===== src/rtl/ddr_rd_dma_if.sv =====
// Descriptor, AXIS read-data and AXI4 read-channel bundle for ddr_rd_dma.
// master: the DMA engine's view; slave: the core/interconnect side.
interface ddr_rd_dma_if #(
  parameter int ADDR_WIDTH = 32,
  parameter int DATA_WIDTH = 512,
  parameter int LEN_WIDTH  = 20
);
  logic [ADDR_WIDTH-1:0] dma_rd_desc_addr;
  logic [LEN_WIDTH-1:0]  dma_rd_desc_len;
  logic                  dma_rd_desc_valid;
  logic                  dma_rd_desc_ready;

  logic [DATA_WIDTH-1:0] dma_rd_read_data_tdata;
  logic                  dma_rd_read_data_tvalid;
  logic                  dma_rd_read_data_tlast;
  logic                  dma_rd_read_data_tready;

  logic [ADDR_WIDTH-1:0] m_axi_araddr;
  logic [7:0]            m_axi_arlen;
  logic [2:0]            m_axi_arsize;
  logic [1:0]            m_axi_arburst;
  logic                  m_axi_arvalid;
  logic                  m_axi_arready;

  logic [DATA_WIDTH-1:0] m_axi_rdata;
  logic [1:0]            m_axi_rresp;
  logic                  m_axi_rlast;
  logic                  m_axi_rvalid;
  logic                  m_axi_rready;

  modport master (
    input  dma_rd_desc_addr, dma_rd_desc_len, dma_rd_desc_valid, dma_rd_read_data_tready,
           m_axi_arready, m_axi_rdata, m_axi_rresp, m_axi_rlast, m_axi_rvalid,
    output dma_rd_desc_ready, dma_rd_read_data_tdata, dma_rd_read_data_tvalid,
           dma_rd_read_data_tlast, m_axi_araddr, m_axi_arlen, m_axi_arsize, m_axi_arburst,
           m_axi_arvalid, m_axi_rready
  );

  modport slave (
    output dma_rd_desc_addr, dma_rd_desc_len, dma_rd_desc_valid, dma_rd_read_data_tready,
           m_axi_arready, m_axi_rdata, m_axi_rresp, m_axi_rlast, m_axi_rvalid,
    input  dma_rd_desc_ready, dma_rd_read_data_tdata, dma_rd_read_data_tvalid,
           dma_rd_read_data_tlast, m_axi_araddr, m_axi_arlen, m_axi_arsize, m_axi_arburst,
           m_axi_arvalid, m_axi_rready
  );
endinterface


===== src/rtl/ddr_rd_dma.sv =====
// Read DMA: one {addr,len} descriptor -> 4KB-safe AXI4 INCR bursts -> AXIS; rresp/rlast checks under DDR_RD_DMA_ERR_CHK_EN.
// Latency: R beat to AXIS tvalid 1 cycle, 1 beat/clk sustained.
// Backpressure: 2-entry skid drops rready when full; AR stalls at MAX_OUTSTANDING bursts in flight.
module ddr_rd_dma #(
  parameter int ADDR_WIDTH      = 32,
  parameter int DATA_WIDTH      = 512,
  parameter int LEN_WIDTH       = 20,
  parameter int MAX_BURST       = 64,
  parameter int MAX_OUTSTANDING = 4
) (
  input  logic         clk,
  input  logic         rst,
  ddr_rd_dma_if.master bus,
  output logic         busy,
  output logic         err
);
  localparam int BYTES = DATA_WIDTH / 8;
  localparam int SHIFT = $clog2(BYTES);
  localparam int OW    = $clog2(MAX_OUTSTANDING + 1);

  typedef enum logic [1:0] {IDLE, ISSUE, DRAIN} state_t;
  state_t state;

  logic [ADDR_WIDTH-1:0] addr_q;
  logic [LEN_WIDTH-1:0]  beats_left, total_beats, beat_cnt, desc_beats;
  logic [OW-1:0]         outstanding, outstanding_nxt;
  logic                  arvalid_q, desc_ready_q;
  logic [12:0]           page_beats, burst_cap, burst;
  logic                  desc_hs, ar_hs, r_hs, rlast_hs, t_hs, t_last;

  logic [DATA_WIDTH-1:0] skid_mem [2];
  logic                  skid_wr, skid_rd;
  logic [1:0]            skid_cnt;

  // A burst never runs past the end of the current 4KB page.
  assign page_beats = (13'd4096 - {1'b0, addr_q[11:0]}) >> SHIFT;
  assign burst_cap  = (page_beats < 13'(MAX_BURST)) ? page_beats : 13'(MAX_BURST);
  assign burst      = (beats_left < LEN_WIDTH'(burst_cap)) ? beats_left[12:0] : burst_cap;
  assign desc_beats = bus.dma_rd_desc_len >> SHIFT;

  assign desc_hs         = bus.dma_rd_desc_valid && desc_ready_q;
  assign ar_hs           = arvalid_q && bus.m_axi_arready;
  assign r_hs            = bus.m_axi_rvalid && bus.m_axi_rready;
  assign rlast_hs        = r_hs && bus.m_axi_rlast;
  assign t_hs            = (skid_cnt != 2'd0) && bus.dma_rd_read_data_tready;
  assign t_last          = (skid_cnt != 2'd0) && (beat_cnt + LEN_WIDTH'(1) == total_beats);
  assign outstanding_nxt = outstanding + OW'(ar_hs) - OW'(rlast_hs);

  assign bus.dma_rd_desc_ready       = desc_ready_q;
  assign bus.m_axi_araddr            = addr_q;
  assign bus.m_axi_arlen             = 8'(burst - 13'd1);
  assign bus.m_axi_arsize            = 3'(SHIFT);
  assign bus.m_axi_arburst           = 2'b01;
  assign bus.m_axi_arvalid           = arvalid_q;
  assign bus.m_axi_rready            = (state != IDLE) && (skid_cnt != 2'd2);
  assign bus.dma_rd_read_data_tvalid = skid_cnt != 2'd0;
  assign bus.dma_rd_read_data_tdata  = skid_mem[skid_rd];
  assign bus.dma_rd_read_data_tlast  = t_last;

  always_ff @(posedge clk) begin
    if (rst) begin
      state        <= IDLE;
      addr_q       <= '0;
      beats_left   <= '0;
      total_beats  <= '0;
      beat_cnt     <= '0;
      outstanding  <= '0;
      arvalid_q    <= 1'b0;
      desc_ready_q <= 1'b1;
      busy         <= 1'b0;
    end else begin
      outstanding <= outstanding_nxt;
      if (t_hs) beat_cnt <= beat_cnt + LEN_WIDTH'(1);
      case (state)
        IDLE: begin
          if (desc_hs && desc_beats != '0) begin
            addr_q       <= bus.dma_rd_desc_addr;
            beats_left   <= desc_beats;
            total_beats  <= desc_beats;
            beat_cnt     <= '0;
            arvalid_q    <= 1'b1;
            desc_ready_q <= 1'b0;
            busy         <= 1'b1;
            state        <= ISSUE;
          end
        end
        ISSUE: begin
          if (ar_hs) begin
            addr_q     <= addr_q + (ADDR_WIDTH'(burst) << SHIFT);
            beats_left <= beats_left - LEN_WIDTH'(burst);
          end
          if (ar_hs && beats_left == LEN_WIDTH'(burst)) begin
            arvalid_q <= 1'b0;
            state     <= DRAIN;
          end else if (!arvalid_q || ar_hs) begin
            // arvalid only rises with a free outstanding slot, so it never needs retracting.
            arvalid_q <= outstanding_nxt < OW'(MAX_OUTSTANDING);
          end
        end
        DRAIN: begin
          if (t_hs && t_last) begin
            state        <= IDLE;
            busy         <= 1'b0;
            desc_ready_q <= 1'b1;
          end
        end
        default: state <= IDLE;
      endcase
    end
  end

  always_ff @(posedge clk) begin
    if (rst) begin
      skid_wr  <= 1'b0;
      skid_rd  <= 1'b0;
      skid_cnt <= 2'd0;
    end else begin
      if (r_hs) skid_wr <= ~skid_wr;
      if (t_hs) skid_rd <= ~skid_rd;
      skid_cnt <= skid_cnt + 2'(r_hs) - 2'(t_hs);
    end
  end

  always_ff @(posedge clk) begin
    if (r_hs) skid_mem[skid_wr] <= bus.m_axi_rdata;
  end

`ifdef DDR_RD_DMA_ERR_CHK_EN
  localparam int PW = (MAX_OUTSTANDING > 1) ? $clog2(MAX_OUTSTANDING) : 1;
  logic [7:0]    len_fifo [2**PW];
  logic [PW-1:0] lf_wr, lf_rd;
  logic [8:0]    rbeat;

  // arlen of each in-flight burst, popped on its rlast to validate beat count.
  always_ff @(posedge clk) begin
    if (rst) begin
      lf_wr <= '0;
      lf_rd <= '0;
      rbeat <= '0;
      err   <= 1'b0;
    end else begin
      if (ar_hs) begin
        len_fifo[lf_wr] <= bus.m_axi_arlen;
        lf_wr           <= lf_wr + 1'b1;
      end
      if (r_hs) begin
        if (bus.m_axi_rresp != 2'b00) err <= 1'b1;
        if (bus.m_axi_rlast) begin
          if (rbeat != {1'b0, len_fifo[lf_rd]}) err <= 1'b1;
          lf_rd <= lf_rd + 1'b1;
          rbeat <= '0;
        end else begin
          rbeat <= rbeat + 9'd1;
        end
      end
    end
  end
`else
  logic unused_rresp;
  assign unused_rresp = ^bus.m_axi_rresp;
  assign err          = 1'b0;
`endif
endmodule


===== src/flat_wrapper.sv =====
// flat-port wrapper written by rule: the top's interface ports become plain ports
module ddr_rd_dma_flat 
#(
  parameter int ADDR_WIDTH      = 32,
  parameter int DATA_WIDTH      = 512,
  parameter int LEN_WIDTH       = 20,
  parameter int MAX_BURST       = 64,
  parameter int MAX_OUTSTANDING = 4
)
  (clk, rst, busy, err, bus_dma_rd_desc_addr, bus_dma_rd_desc_len, bus_dma_rd_desc_valid, bus_dma_rd_read_data_tready, bus_m_axi_arready, bus_m_axi_rdata, bus_m_axi_rresp, bus_m_axi_rlast, bus_m_axi_rvalid, bus_dma_rd_desc_ready, bus_dma_rd_read_data_tdata, bus_dma_rd_read_data_tvalid, bus_dma_rd_read_data_tlast, bus_m_axi_araddr, bus_m_axi_arlen, bus_m_axi_arsize, bus_m_axi_arburst, bus_m_axi_arvalid, bus_m_axi_rready);
  ddr_rd_dma_if #(.ADDR_WIDTH(ADDR_WIDTH), .DATA_WIDTH(DATA_WIDTH), .LEN_WIDTH(LEN_WIDTH)) bus_i ();
  input  logic clk;
  input  logic rst;
  output logic busy;
  output logic err;
  input wire logic [$bits(bus_i.dma_rd_desc_addr)-1:0] bus_dma_rd_desc_addr;
  input wire logic [$bits(bus_i.dma_rd_desc_len)-1:0] bus_dma_rd_desc_len;
  input wire logic [$bits(bus_i.dma_rd_desc_valid)-1:0] bus_dma_rd_desc_valid;
  input wire logic [$bits(bus_i.dma_rd_read_data_tready)-1:0] bus_dma_rd_read_data_tready;
  input wire logic [$bits(bus_i.m_axi_arready)-1:0] bus_m_axi_arready;
  input wire logic [$bits(bus_i.m_axi_rdata)-1:0] bus_m_axi_rdata;
  input wire logic [$bits(bus_i.m_axi_rresp)-1:0] bus_m_axi_rresp;
  input wire logic [$bits(bus_i.m_axi_rlast)-1:0] bus_m_axi_rlast;
  input wire logic [$bits(bus_i.m_axi_rvalid)-1:0] bus_m_axi_rvalid;
  output wire logic [$bits(bus_i.dma_rd_desc_ready)-1:0] bus_dma_rd_desc_ready;
  output wire logic [$bits(bus_i.dma_rd_read_data_tdata)-1:0] bus_dma_rd_read_data_tdata;
  output wire logic [$bits(bus_i.dma_rd_read_data_tvalid)-1:0] bus_dma_rd_read_data_tvalid;
  output wire logic [$bits(bus_i.dma_rd_read_data_tlast)-1:0] bus_dma_rd_read_data_tlast;
  output wire logic [$bits(bus_i.m_axi_araddr)-1:0] bus_m_axi_araddr;
  output wire logic [$bits(bus_i.m_axi_arlen)-1:0] bus_m_axi_arlen;
  output wire logic [$bits(bus_i.m_axi_arsize)-1:0] bus_m_axi_arsize;
  output wire logic [$bits(bus_i.m_axi_arburst)-1:0] bus_m_axi_arburst;
  output wire logic [$bits(bus_i.m_axi_arvalid)-1:0] bus_m_axi_arvalid;
  output wire logic [$bits(bus_i.m_axi_rready)-1:0] bus_m_axi_rready;
  assign bus_i.dma_rd_desc_addr = bus_dma_rd_desc_addr;
  assign bus_i.dma_rd_desc_len = bus_dma_rd_desc_len;
  assign bus_i.dma_rd_desc_valid = bus_dma_rd_desc_valid;
  assign bus_i.dma_rd_read_data_tready = bus_dma_rd_read_data_tready;
  assign bus_i.m_axi_arready = bus_m_axi_arready;
  assign bus_i.m_axi_rdata = bus_m_axi_rdata;
  assign bus_i.m_axi_rresp = bus_m_axi_rresp;
  assign bus_i.m_axi_rlast = bus_m_axi_rlast;
  assign bus_i.m_axi_rvalid = bus_m_axi_rvalid;
  assign bus_dma_rd_desc_ready = bus_i.dma_rd_desc_ready;
  assign bus_dma_rd_read_data_tdata = bus_i.dma_rd_read_data_tdata;
  assign bus_dma_rd_read_data_tvalid = bus_i.dma_rd_read_data_tvalid;
  assign bus_dma_rd_read_data_tlast = bus_i.dma_rd_read_data_tlast;
  assign bus_m_axi_araddr = bus_i.m_axi_araddr;
  assign bus_m_axi_arlen = bus_i.m_axi_arlen;
  assign bus_m_axi_arsize = bus_i.m_axi_arsize;
  assign bus_m_axi_arburst = bus_i.m_axi_arburst;
  assign bus_m_axi_arvalid = bus_i.m_axi_arvalid;
  assign bus_m_axi_rready = bus_i.m_axi_rready;
  ddr_rd_dma #(.ADDR_WIDTH(ADDR_WIDTH), .DATA_WIDTH(DATA_WIDTH), .LEN_WIDTH(LEN_WIDTH), .MAX_BURST(MAX_BURST), .MAX_OUTSTANDING(MAX_OUTSTANDING)) u_core (.clk(clk), .rst(rst), .bus(bus_i), .busy(busy), .err(err));
endmodule

===== config.mk =====
export PLATFORM = sky130hd
export DESIGN_NAME = ddr_rd_dma_flat
export DESIGN_NICKNAME = d
export VERILOG_FILES = /design/src/rtl/ddr_rd_dma_if.sv /design/src/rtl/ddr_rd_dma.sv /design/src/flat_wrapper.sv
export SDC_FILE = /design/constraint.sdc
export NUM_CORES = 1
export LEC_CHECK = 0
export BUFFER_PORTS_ARGS = -buffer_cell sky130_fd_sc_hd__clkbuf_2
export CAP_MARGIN = 20
export CORE_AREA = 2 2 437 439
export DETAILED_ROUTE_END_ITERATION = 16
export DIE_AREA = 0 0 439 441
export PLACE_DENSITY_LB_ADDON = 0.15
export SETUP_SLACK_MARGIN = 0.2
export SLEW_MARGIN = 20
export SYNTH_ARGS = -nofsm -noshare
export SYNTH_HDL_FRONTEND = slang
export SYNTH_SLANG_ARGS = --single-unit
export TNS_END_PERCENT = 1

===== constraint.sdc =====
create_clock -name clk -period 56.2 [get_ports clk]
set_input_delay 2.81 -clock clk [delete_from_list [all_inputs] [get_ports clk]]
set_output_delay 2.81 -clock clk [all_outputs]
set_load 0.1 [all_outputs]

; ---- Word level (Yosys, flattened, before mapping)
; Memory sizes are Yosys's and may differ from the RTL's. A register that Yosys moved wholly into a read port is not among the register bits.
; Cells that the tools add are included.
[word_totals]
register_bits = 98
output_inout_bits = 564
mem_count = 1
ramBits = 1024
[op_classes]
n_mux = 28
reduce_logical = 23
eq_ne = 10
n_bitwise = 2
magnitude_cmp = 3
addsub = 9
[memory_table]
columns = memory, depth, width, read_ports, rd_clocked_by_memory_dff, wr, line_no
row1 = u_core.skid_mem, 2, 512, 1, 1, 1, ddr_rd_dma.sv:31  ; logic [DATA_WIDTH-1:0] skid_mem [2];
[op_table]
columns = cell, count
row1 = $mux W20, 5
row2 = $mux W32, 2
row3 = $pmux W32 S2, 1
row4 = $pmux W20 S2, 1
row5 = $add A32 B19 Y32, 1
row6 = $add A20 B1 Y20 const B, 1
row7 = $eq A20 B13 Y1, 1
row8 = $eq A20 B14 Y1, 1
row9 = $lt A20 B13 Y1, 1
row10 = $reduce_bool A20 Y1, 1
row11 = $sub A20 B13 Y20, 1
row12 = $mux W13, 1
row13 = $sub A13 B12 Y13 const A, 1
row14 = $reduce_and A3 Y1, 4
row15 = $logic_and A1 B1 Y1, 10
row16 = $mux W1, 10
row17 = $ne A2 B1 Y1 const B, 4
row18 = $reduce_bool A2 Y1, 4
row19 = $sub A8 B1 Y8 const B, 1
row20 = $lt A7 B7 Y1 const B, 1
row21 = $mux W7, 1
row22 = $mux W2, 3
row23 = $pmux W1 S2, 3
row24 = $pmux W2 S3, 1
row25 = other kinds (14), 15

; ---- Depth between registers and ports, before layout
; Gate-level depths: netlist (run 1).
[depth]
word_depth = 9
depth_mapped = 23
mapped_depth_nobuf = 22

; ---- Worst setup path after synthesis (run 1)
; No wires, ideal clock.
[synth_timing]
path_type = input -> register
startpoint = input port bus_m_axi_rvalid
endpoint = memory u_core.skid_mem[0][0], enable pin
arrival_time_ns = 24.252
required_ns = 54.800
path_slack_ns = 30.548
path_stages = 2
cell_sequence = nand2_1 -> nor2_1
[synth_between]
elab_chain_len = 3
[synth_lines]
columns = element, line_no
row1 = from (decl), flat_wrapper.sv:24  ; input wire logic [$bits(bus_i.m_axi_rvalid)-1:0] bus_m_axi_rvalid;
row2 = $logic_and A1 B1 Y1, ddr_rd_dma.sv:43  ; assign r_hs = bus.m_axi_rvalid && bus.m_axi_rready;
row3 = $mux W1, ddr_rd_dma.sv:125  ; if (r_hs) skid_mem[skid_wr] <= bus.m_axi_rdata;
row4 = $mux W1 (not written as such), ddr_rd_dma.sv:125
row5 = to (decl), ddr_rd_dma.sv:31
; Every way passes these cells.

; ---- Worst setup path in the final report (run 1)
[layout_timing]
startpoint = register u_core.addr_q[0], in the netlist u_core.bus.m_axi_araddr[0]
endpoint = output port bus_m_axi_arlen[6]
[layout_between]
elab_chain_len = 6
[layout_lines]
columns = element, line_no
row1 = from (decl), ddr_rd_dma.sv:24  ; logic [ADDR_WIDTH-1:0] addr_q;
row2 = from (signal assigned), ddr_rd_dma.sv:77  ; addr_q <= bus.dma_rd_desc_addr;
row3 = from (signal assigned), ddr_rd_dma.sv:89  ; addr_q <= addr_q + (ADDR_WIDTH'(burst) << SHIFT);
row4 = $sub A13 B12 Y13 *, ddr_rd_dma.sv:36  ; assign page_beats = (13'd4096 - {1'b0, addr_q[11:0]}) >> SHIFT;
row5 = $lt A7 B7 Y1, ddr_rd_dma.sv:37  ; assign burst_cap = (page_beats < 13'(MAX_BURST)) ? page_beats : 13'(MAX_BURST);
row6 = $mux W7 *, ddr_rd_dma.sv:37
row7 = $lt A20 B13 Y1, ddr_rd_dma.sv:38  ; assign burst = (beats_left < LEN_WIDTH'(burst_cap)) ? beats_left[12:0] : burst_cap;
row8 = $mux W13 *, ddr_rd_dma.sv:38
row9 = $sub A8 B1 Y8 *, ddr_rd_dma.sv:51  ; assign bus.m_axi_arlen = 8'(burst - 13'd1);
row10 = to (decl), flat_wrapper.sv:30  ; output wire logic [$bits(bus_i.m_axi_arlen)-1:0] bus_m_axi_arlen;
; Every way passes the cells marked *; elsewhere a longest branch is shown, timed or not.

==> out/results.ini, run 1 <==
[clock_network]
tritoncts_clock_tree=done
insertion_delay_ns=0.77
cts.repair_timing.setup_buffer_count=0
resized_gates_after_cts=0
cts_inserted_buffers=135
htreeDepth=4
max_buffers_root_to_sink=3
cts_num_sinks=1123
root_buffer=sky130_fd_sc_hd__clkbuf_16
worst_setup_hold_path_clk_slew_ns=0.06
cts.hold.buffers_added=0

[route]
initialDrtViolationCount=1525
detail_route.vias_per_cell=4.145
postRouteWirelength_mm=152.3
antenna_left=0
drc=0
wire_per_inst_um=24.34
drtPass1Iterations=5
num_vias=25940

[synth]
number_of_synthesized_flops_with_an_enable_pin=1024
synthDistinctLibCells=73
synth.most_common_cell=sky130_fd_sc_hd__edfxtp_1
mean_area_per_synthesized_cell_um2=17.66
synthFlopType=sky130_fd_sc_hd__edfxtp_1
muxShareOfSynthArea_pct=13.58
top_cells_by_area_in_the_synthesized_netlist=sky130_fd_sc_hd__edfxtp_1 71%, sky130_fd_sc_hd__mux2_2 13%, sky130_fd_sc_hd__dfxtp_1 4.6%
ys_top_cells_by_count=1,024 x sky130_fd_sc_hd__edfxtp_1, 514 x sky130_fd_sc_hd__mux2_2, 116 x sky130_fd_sc_hd__nand2_1, 102 x sky130_fd_sc_hd__nor2_1
post_synth_fa_ha_maj_area_fraction_pct=1.064
yosys_warnings=0
synth_xor_area_share_pct=1.437
synth.yosys.seq_area_share_pct=75.64
netlist.top_cell.by_area=sky130_fd_sc_hd__edfxtp_1
synth_top_cell_area_share_pct=71.06
synth_compound_area_share_pct=3.018
post_synth_inst_count=2450
synth_area_um2=43280
combinational_family_with_the_most_area_after_synthesis=multiplexers
synth_simple_gate_area_share_pct=3.877
postSynthRegisterBits=1123
async_flop_share_pct=0

[layout]
post-route-util_pct=29.66
drive_above_1_share_pct=49.84
final_cell_area_um2=56100
syn2layout_area_growth_pct=29.64
fin_nets=4244

[floorplanning]
ioPinCount=1137
initial_utilization_pct=22.87
core_area_um2=189200
die_w_um=439
floorplan.rows=160
chipHeight_um=441
design.die.area_um2=193600

[timing]
post_route_minimum_period_ns=9.289
slew_at_the_pin_with_the_worst_max_slew_slack_ns=1.064
timing.fmax_ghz=0.1077
rsz0062_at_grt=false
setup_tns_ns=0
slew_viol_final=0
finalSetupViolations=0
postLayoutSetupSlackWorst_ns=46.91
hold_viol=0
finalClockSkew_ns=0.04290
final_clock_period_utilization_by_the_worst_path_pct=16.53
max_slew_margin_pct=29.07

[place]
place.gp.congestion=0.7954
placement.setup.worst_slack_ns=47.47
placedInstanceArea_um2=51870
detailed_place_hpwl_mm=113.3
buffer_ports.inserted=1122

[pwr]
power_per_standard_cell_area_nw_per_um2=54.03
vdd_ir_drop_max_mv=0.04126
leakage_nw=20.44

[worst_setup_path]
critical_path.top_delay_family=simple AND/OR/NAND/NOR gates
critical_path.max_fanout=13
timing_worst_setup_path_type=flip-flop to output pin
timing.critical_path.slowest_cell_delay_ns=0.73
path_cells=nor4_2 -> nand3_1 -> or4_4 -> xor2_1 -> inv_1 -> ha_1 -> a21oi_1 -> nor2_1 -> nor2_1 -> nand3_1 -> o21ai_2 -> mux2_2 -> inv_1 -> ha_1 -> nand2_1 -> or4_1 -> mux2i_1 -> xnor2_1 -> clkbuf_2
worst_ep_required_time_ns=53.39
worstSetupEndpointType=output pin
timing.critical_path.slowest_stage_cell=sky130_fd_sc_hd__nor4_2
critical_path_arrival_ns=6.48
path_buf_inv=3
worstSetupStartpointType=flip-flop

[worst_hold_path]
min_delay_worst_type=flip-flop to flip-flop

[global_routing]
grt_pass1_vias=26320
grt_start_max_net_pins=127
grtUsageTotal_pct=15.10
initial_antenna_violation_count=74
grt-ovfl-total=0
grt_first_pass_wirelength_mm=205.1

[flow_run]
cap_violations=0

[outcome]
status=completed

[per-stage QoR]
step | hold slack [ns] | power (mW) | std cells
floorplan | 0.4481 | 2.009 | 2460
global placement | 0.4604 | 2.234 | 6009
detailed placement | 0.4636 | 2.232 | 6009
CTS | 0.4718 | 3.079 | 6242
global route | 0.5015 | 3.144 | 6249
finish | 0.4657 | 3.032 | 6257
[sequential cells by signal, indices dropped and copies added, names as in the netlist, named ones only]
register                      flops
u_core.beat_cnt                  20
u_core.beats_left                20
u_core.bus.dma_rd_desc_ready      1
u_core.bus.m_axi_araddr          32
u_core.bus.m_axi_arvalid          1
u_core.busy                       1
u_core.outstanding                3
u_core.skid_cnt                   2
u_core.skid_mem                1024
u_core.skid_rd                    1
u_core.skid_wr                    1
u_core.state                      2
u_core.total_beats               14
[cell usage in the layout (no fill, tap or decap), types with 9 or more instances in the layout]
cell                           n
sky130_fd_sc_hd__nand4_1      14
sky130_fd_sc_hd__dfxtp_1      98
sky130_fd_sc_hd__a211oi_1     18
sky130_fd_sc_hd__nand3_1      31
sky130_fd_sc_hd__clkbuf_2   1121
sky130_fd_sc_hd__conb_1       12
sky130_fd_sc_hd__clkinv_1     25
sky130_fd_sc_hd__o31ai_1       9
sky130_fd_sc_hd__mux2_2      514
sky130_fd_sc_hd__nor3_1       23
sky130_fd_sc_hd__a21o_1        9
sky130_fd_sc_hd__a311oi_1     12
sky130_fd_sc_hd__inv_1        29
sky130_fd_sc_hd__edfxtp_1   1024
sky130_fd_sc_hd__diode_2      14
sky130_fd_sc_hd__buf_4        29
sky130_fd_sc_hd__xnor2_1      44
sky130_fd_sc_hd__mux2i_1       9
sky130_fd_sc_hd__and3_1        9
sky130_fd_sc_hd__o21ai_0      27
sky130_fd_sc_hd__nor2_1      101
sky130_fd_sc_hd__clkinv_2      9
sky130_fd_sc_hd__clkbuf_1     38
sky130_fd_sc_hd__ha_1         32
sky130_fd_sc_hd__nand2_1     116
sky130_fd_sc_hd__a21oi_1      61
sky130_fd_sc_hd__clkbuf_16   136
sky130_fd_sc_hd__xor2_1       27
sky130_fd_sc_hd__nor4_1       12
sky130_fd_sc_hd__or3_1        11
[worst paths after layout]
| path | from | to | slack (ns) | cells past startpoint |
|---|---|---|---|---|
| worst max-delay path | u_core.bus.m_axi_araddr[0]$_SDFFE_PP0P_ | bus_m_axi_arlen[6] | 46.91 | 19 |
| worst min-delay path | u_core.total_beats[7]$_SDFFE_PP0P_ | u_core.total_beats[7]$_SDFFE_PP0P_ | 0.47 | 2 |
| worst max register to register | u_core.bus.m_axi_araddr[0]$_SDFFE_PP0P_ | u_core.bus.m_axi_araddr[24]$_SDFFE_PP0P_ | 49.24 | 20 |
| worst min register to register | u_core.total_beats[7]$_SDFFE_PP0P_ | u_core.total_beats[7]$_SDFFE_PP0P_ | 0.47 | 2 |
[kinds of logic after synthesis]
logic type	count (synthesis)
xor+xnor	71
compound gates	196
flops	1123
other cells	2
simple gates	356
buf+inv	144
mux	523
fa+ha+maj	35
[tightest hold or removal path: cells and delay by family, from the launching register on]
family	cells	cell delay (ns)
AOI/OAI and AO/OA	1	0.05
DFF	1	0.31
and+or+nand+nor	1	0.05
[cell type report]
cell class              count  area [µm²]
well taps                2511        3142
clock buffers             177        3587
inverters                  30       112.6
repair buffers           1153        5881
clock inverters            56       588.1
diodes                     14       35.03
flip-flops and latches   1123       32740
fillers                 19200      133100
multi-input cells        1193       10020
[layer usage]
| metal | vias up | wire (µm) | global-route usage, % |
|---|---|---|---|
| li1 | 11860 | - | - |
| met1 | 12930 | 56950 | 16.52 |
| met2 | 819 | 79060 | 26.78 |
| met3 | 286 | 11770 | 5.778 |
| met4 | 40 | 4289 | 4.822 |
| met5 | - | 255 | 0 |
[where the power goes]
part,switching [mW],internal [mW],total (mW)
registers,0.0189,0.957,0.975
logic,0.994,0.230,1.22
clock network,0.360,0.472,0.832
total,1.37,1.66,3.03
Note: power is estimated with default switching activity, not from simulation.
==> run 2: changes to the inputs <==
Clock period 56.2 ns to 8.3 ns, I/O delays scaled along.
==> run 2 against run 1 <==
Compared with the run above:
- hold slack worse by 0.21 ns
- clock-buffer cell count is 4 higher
- critical path depth up 2
- total power rose to 6.9 times the previous value
- largest cell class unchanged
- wire length grew 2.4%
==> out/results.ini, run 2 (same netlist as run 1, synthesis figures left out) <==
[outcome]
status=completed

[floorplanning]
floorplan.rows=160
chipHeight_um=441
initial_utilization_pct=22.87
die_w_um=439
ioPinCount=1137
core_area_um2=189200
design.die.area_um2=193600

[global_routing]
initial_antenna_violation_count=56
grt_start_max_net_pins=145
grt-ovfl-total=0
grtUsageTotal_pct=15.47
grt_pass1_vias=29330
grt_first_pass_wirelength_mm=214.2

[worst_setup_path]
critical_path.max_fanout=13
worstSetupEndpointType=flip-flop
worstSetupStartpointType=flip-flop
critical_path_arrival_ns=7.26
reg2reg_setup_slack_ns=1.69
worst_ep_required_time_ns=8.95
timing_worst_setup_path_type=flip-flop to flip-flop

[layout]
drive_above_1_share_pct=43.38
largest_register_ffs=1024
fin_nets=4801
layout_common_cells=1,121 x sky130_fd_sc_hd__clkbuf_2, 1,024 x sky130_fd_sc_hd__edfxtp_1, 560 x sky130_fd_sc_hd__dlygate4sd3_1
final_cell_count_no_fill=6817
layout.cells.most_common=sky130_fd_sc_hd__clkbuf_2
largest_register=u_core.skid_mem
post-route-util_pct=32.66
syn2layout_area_growth_pct=42.76

[place]
placement.setup.worst_slack_ns=1.506
detailed_place_hpwl_mm=115.4
place.gp.congestion=0.8061
buffer_ports.inserted=1122
placed_cells=6004

[worst_hold_path]
min_delay_worst_type=input port to flip-flop

[clock_network]
insertion_delay_ns=0.78
root_buffer=sky130_fd_sc_hd__clkbuf_16
cts.repair_timing.setup_buffer_count=0
htreeDepth=4
max_buffers_root_to_sink=3
cts.hold.buffers_added=560
resized_gates_after_cts=0
worst_setup_hold_path_clk_slew_ns=0.05
tritoncts_clock_tree=done
cts_inserted_buffers=138
cts_num_sinks=1123

[timing]
postLayoutSetupSlackWorst_ns=1.692
max_slew_margin_pct=29.56
rsz0062_at_grt=false
slew_at_the_pin_with_the_worst_max_slew_slack_ns=1.057
post_route_minimum_period_ns=6.608
finalClockSkew_ns=0.03589
hold_viol=0
timing.fmax_ghz=0.1513
finalSetupViolations=0
final_clock_period_utilization_by_the_worst_path_pct=79.61
slew_viol_final=0
setup_tns_ns=0

[route]
antenna_left=0
route.top_layer_used=met5
drtPass1Iterations=4
wire_per_inst_um=22.89
met2_wirelength_mm=81.28
drc=0
postRouteWirelength_mm=156.1
initialDrtViolationCount=1638
detail_route.vias_per_cell=4.115
route.met3.wl_mm=10.41
wirelength_met1_mm=60.44
num_vias=28050

[pwr]
power_per_standard_cell_area_nw_per_um2=338.1
vdd_ir_drop_max_mv=0.2159
total_power_mw=20.89
leakage_nw=22.79

[flow_run]
cap_violations=0

-- run 2: cell types whose count changed in the layout (fill, tap and decap cells not counted), moves of 2 or more --
cell                            before  now
sky130_fd_sc_hd__dfxtp_1            98   95
sky130_fd_sc_hd__clkinv_1           25   30
sky130_fd_sc_hd__dlygate4sd3_1       0  560
sky130_fd_sc_hd__clkbuf_16         136  140
sky130_fd_sc_hd__clkinvlp_4          3    1
sky130_fd_sc_hd__buf_4              29   17
sky130_fd_sc_hd__buf_12              1    8
sky130_fd_sc_hd__clkinv_2            9   11
sky130_fd_sc_hd__clkinv_8            4    2
sky130_fd_sc_hd__inv_16              3    0
sky130_fd_sc_hd__inv_6               3    5
sky130_fd_sc_hd__dfxtp_2             0    3
-- run 2: final timing paths --
path,from,depth (start not counted),to
worst max-delay path,u_core.bus.m_axi_araddr[0]$_SDFFE_PP0P_,21,u_core.bus.m_axi_araddr[24]$_SDFFE_PP0P_
worst min-delay path,bus_dma_rd_desc_valid,4,u_core.total_beats[0]$_SDFFE_PP0P_
worst max register to register,u_core.bus.m_axi_araddr[0]$_SDFFE_PP0P_,21,u_core.bus.m_axi_araddr[24]$_SDFFE_PP0P_
worst min register to register,u_core.total_beats[2]$_SDFFE_PP0P_,2,u_core.total_beats[2]$_SDFFE_PP0P_
-- run 2: per-layer routing --
metal / GRT usage, % / vias to the layer above
met5: 0 / -
met4: 4.212 / 20
met3: 5.165 / 247
met2: 27.78 / 826
met1: 17.37 / 13990
li1: - / 12970
-- run 2: final cells by class --
type / instances / area (µm²)
fill: 19030 / 127400
sequential: 1123 / 32740
timing repair buffer: 1707 / 11510
multi-input combinational: 1193 / 10040
clock buffer: 181 / 3677
tap: 2511 / 3142
clock inverter: 58 / 526.8
inverter: 30 / 112.6
antenna: 14 / 35.03
-- run 2: where the power goes --
| group | internal [mW] | total, mW | switching [mW] |
|---|---|---|---|
| logic | 1.74 | 8.57 | 6.83 |
| clock network | 3.28 | 5.71 | 2.43 |
| registers | 6.48 | 6.61 | 0.135 |
-- run 2: worst max-delay path, stage by stage, from the launching register on --
cell and delay [ns]:
sky130_fd_sc_hd__dfxtp_1 0.33, sky130_fd_sc_hd__nor4_2 0.68, sky130_fd_sc_hd__nand3_1 0.33, sky130_fd_sc_hd__or4_4 0.50, sky130_fd_sc_hd__xor2_1 0.24, sky130_fd_sc_hd__inv_1 0.07
sky130_fd_sc_hd__ha_1 0.30, sky130_fd_sc_hd__a21oi_1 0.15, sky130_fd_sc_hd__nor2_1 0.05, sky130_fd_sc_hd__nor2_1 0.12, sky130_fd_sc_hd__nand3_1 0.10, sky130_fd_sc_hd__o21ai_2 0.13
sky130_fd_sc_hd__buf_4 0.24, sky130_fd_sc_hd__mux2_2 0.40, sky130_fd_sc_hd__ha_1 0.25, sky130_fd_sc_hd__fa_1 0.45, sky130_fd_sc_hd__a211oi_1 0.40, sky130_fd_sc_hd__o21ai_1 0.17
sky130_fd_sc_hd__a211oi_1 0.57, sky130_fd_sc_hd__o311ai_2 0.29, sky130_fd_sc_hd__and3_1 0.27, sky130_fd_sc_hd__a2111oi_0 0.41
-- run 2: per-stage QoR --
| stage | area (µm²) | hold WS, ns |
|---|---|---|
| after floorplan | 43340 | 0.4481 |
| after global placement | 51940 | 0.4564 |
| after detailed placement | 51940 | 0.4641 |
| after CTS | 61750 | 0.1517 |
| after global routing | 61770 | 0.2206 |
| final | 61780 | 0.2533 |
==> run 3: changes to the inputs <==
Clock period 8.3 ns to 6.3 ns, I/O delays scaled along.
==> run 3 against run 2 <==
Compared with the run above:
- total power is 33% higher
- largest power group unchanged
- hold slack lost 0.095 ns
- core utilization rose by 0.20 points
- largest cell class unchanged
- sequential share of layout area down 0.33 points
- via count about the same
- non-clock buffer count up 19
==> out/results.ini, run 3 (same netlist as run 1, synthesis figures left out) <==
[outcome]
status=completed

[layout]
drive_above_1_share_pct=43.60
post-route-util_pct=32.86
layout_common_cells=1,120 x sky130_fd_sc_hd__clkbuf_2, 1,024 x sky130_fd_sc_hd__edfxtp_1, 578 x sky130_fd_sc_hd__dlygate4sd3_1
largest_register_ffs=1024
fin_nets=4819
syn2layout_area_growth_pct=43.66
largest_register=u_core.skid_mem
layout.cells.most_common=sky130_fd_sc_hd__clkbuf_2
number_of_filler_instances_in_the_final_layout=18910

[worst_setup_path]
worst_ep_required_time_ns=6.96
worstSetupEndpointType=flip-flop
worstSetupEndpoint=u_core.bus.m_axi_araddr[24]$_SDFFE_PP0P_
timing.rr.start=u_core.bus.m_axi_araddr[0]$_SDFFE_PP0P_
worstSetupStartpointType=flip-flop
startpoint_of_the_worst_setup_timing_path=u_core.bus.m_axi_araddr[0]$_SDFFE_PP0P_
regToRegEndpoint=u_core.bus.m_axi_araddr[24]$_SDFFE_PP0P_
reg2reg_setup_slack_ns=0.53
worstRegToRegCells=21
timing_worst_setup_path_type=flip-flop to flip-flop
critical_path_arrival_ns=6.43
critical_path.max_fanout=6

[pwr]
leakage_nw=22.99
power_per_standard_cell_area_nw_per_um2=445.3
vdd_ir_drop_max_mv=0.2768

[timing]
setup_tns_ns=0
rsz0062_at_grt=true
postLayoutSetupSlackWorst_ns=0.5283
slew_at_the_pin_with_the_worst_max_slew_slack_ns=1.068
post_route_minimum_period_ns=5.772
hold_viol=0
finalSetupViolations=0
finalClockSkew_ns=0.06482
slew_viol_final=0
timing.fmax_ghz=0.1733
max_slew_margin_pct=28.67
final_clock_period_utilization_by_the_worst_path_pct=91.61

[clock_network]
cts_num_sinks=1123
root_buffer=sky130_fd_sc_hd__clkbuf_16
tritoncts_clock_tree=done
cts_inserted_buffers=137
worst_setup_hold_path_clk_slew_ns=0.06
htreeDepth=4
cts.repair_timing.setup_buffer_count=0
max_buffers_root_to_sink=3
insertion_delay_ns=0.79

[place]
placement.setup.worst_slack_ns=0.3079
detailed_place_hpwl_mm=115.6
buffer_ports.inserted=1122
place.gp.congestion=0.8068

[worst_hold_path]
min_delay_worst_type=input port to flip-flop
min-delay-start=bus_m_axi_rlast
hold_depth=5

[floorplanning]
core_area_um2=189200
chipHeight_um=441
initial_utilization_pct=22.87
die_w_um=439
ioPinCount=1137
floorplan.rows=160
design.die.area_um2=193600

[global_routing]
grtUsageTotal_pct=15.51
grt_pass1_vias=29270
grt_start_max_net_pins=153
grt-ovfl-total=0
grt_first_pass_wirelength_mm=214.3
initial_antenna_violation_count=56

[route]
num_vias=28080
wire_per_inst_um=22.93
drc=0
antenna_left=0
detail_route.vias_per_cell=4.099
postRouteWirelength_mm=157.0
drtPass1Iterations=5
initialDrtViolationCount=1576

[flow_run]
cap_violations=0

run 3: cell type report:
type,count,area [µm²],share of cell area [%]
Clock buffer,174,3608,5.804
Tap cell,2511,3142,5.054
Sequential cell,1123,32740,52.66
Inverter,30,112.6,0.1811
Clock inverter,71,680.7,1.095
Antenna cell,21,52.55,0.08453
Multi-Input combinational cell,1193,10070,16.20
Timing Repair Buffer,1726,11760,18.92
run 3: worst min-delay path by stage:
stage                                               to  slack (ns)
2_1_floorplan    u_core.bus.m_axi_arvalid$_SDFFE_PP0P_        0.41
4_1_cts               u_core.outstanding[1]$_SDFF_PP0_        0.05
6_report              u_core.outstanding[1]$_SDFF_PP0_        0.16
3_5_place_dp        u_core.total_beats[3]$_SDFFE_PP0P_        0.47
3_3_place_gp   u_core.bus.m_axi_araddr[5]$_SDFFE_PP0P_        0.46
5_1_grt               u_core.outstanding[1]$_SDFF_PP0_        0.13
run 3: repair_timing:
action,4_1_cts,5_1_grt
hold buffers,578,0
hold endpoints to repair,1091,0
resized for setup,0,6
setup endpoints to repair,0,14
run 3: routing by layer:
layer / vias to the layer above / GRT usage (%) / routed length (µm)
met5: - / 0 / 59
met4: 10 / 5.493 / 4960
li1: 13020 / - / -
met3: 262 / 5.075 / 10950
met1: 13980 / 17.53 / 60520
met2: 809 / 27.23 / 80550
run 3: critical path: stages, from the launching register on:
cell	delay, ns
sky130_fd_sc_hd__dfxtp_1	0.33
sky130_fd_sc_hd__nor4_2	0.28
sky130_fd_sc_hd__buf_4	0.19
sky130_fd_sc_hd__nand3_1	0.17
sky130_fd_sc_hd__or4_4	0.46
sky130_fd_sc_hd__xor2_1	0.28
sky130_fd_sc_hd__inv_1	0.09
sky130_fd_sc_hd__ha_1	0.30
sky130_fd_sc_hd__a21oi_1	0.13
sky130_fd_sc_hd__nor2_1	0.05
sky130_fd_sc_hd__nor2_1	0.13
sky130_fd_sc_hd__nand3_1	0.11
sky130_fd_sc_hd__o21ai_2	0.16
sky130_fd_sc_hd__mux2_2	0.39
sky130_fd_sc_hd__ha_1	0.25
sky130_fd_sc_hd__fa_1	0.44
sky130_fd_sc_hd__a211oi_1	0.41
sky130_fd_sc_hd__o21ai_1	0.20
sky130_fd_sc_hd__a211oi_2	0.47
sky130_fd_sc_hd__o311ai_4	0.20
sky130_fd_sc_hd__and3_1	0.24
sky130_fd_sc_hd__a2111oi_0	0.39
run 3: power breakdown:
part	switching (mW)	internal (mW)
registers	0.164	8.53
clock network	3.29	4.31
logic	9.04	2.35
total	12.5	15.2
run 3: per-stage QoR:
| step | instance area [µm²] | cells | power (mW) | hold slack (ns) |
|---|---|---|---|---|
| after global routing | 62150 | 6843 | 28.64 | 0.1303 |
| after global placement | 52010 | 6005 | 20.03 | 0.4580 |
| after detailed placement | 52010 | 6005 | 20.00 | 0.4662 |
| final | 62170 | 6849 | 27.68 | 0.1581 |
| after floorplan | 43340 | 2460 | 17.74 | 0.4106 |
| after CTS | 62080 | 6828 | 28.08 | 0.04505 |
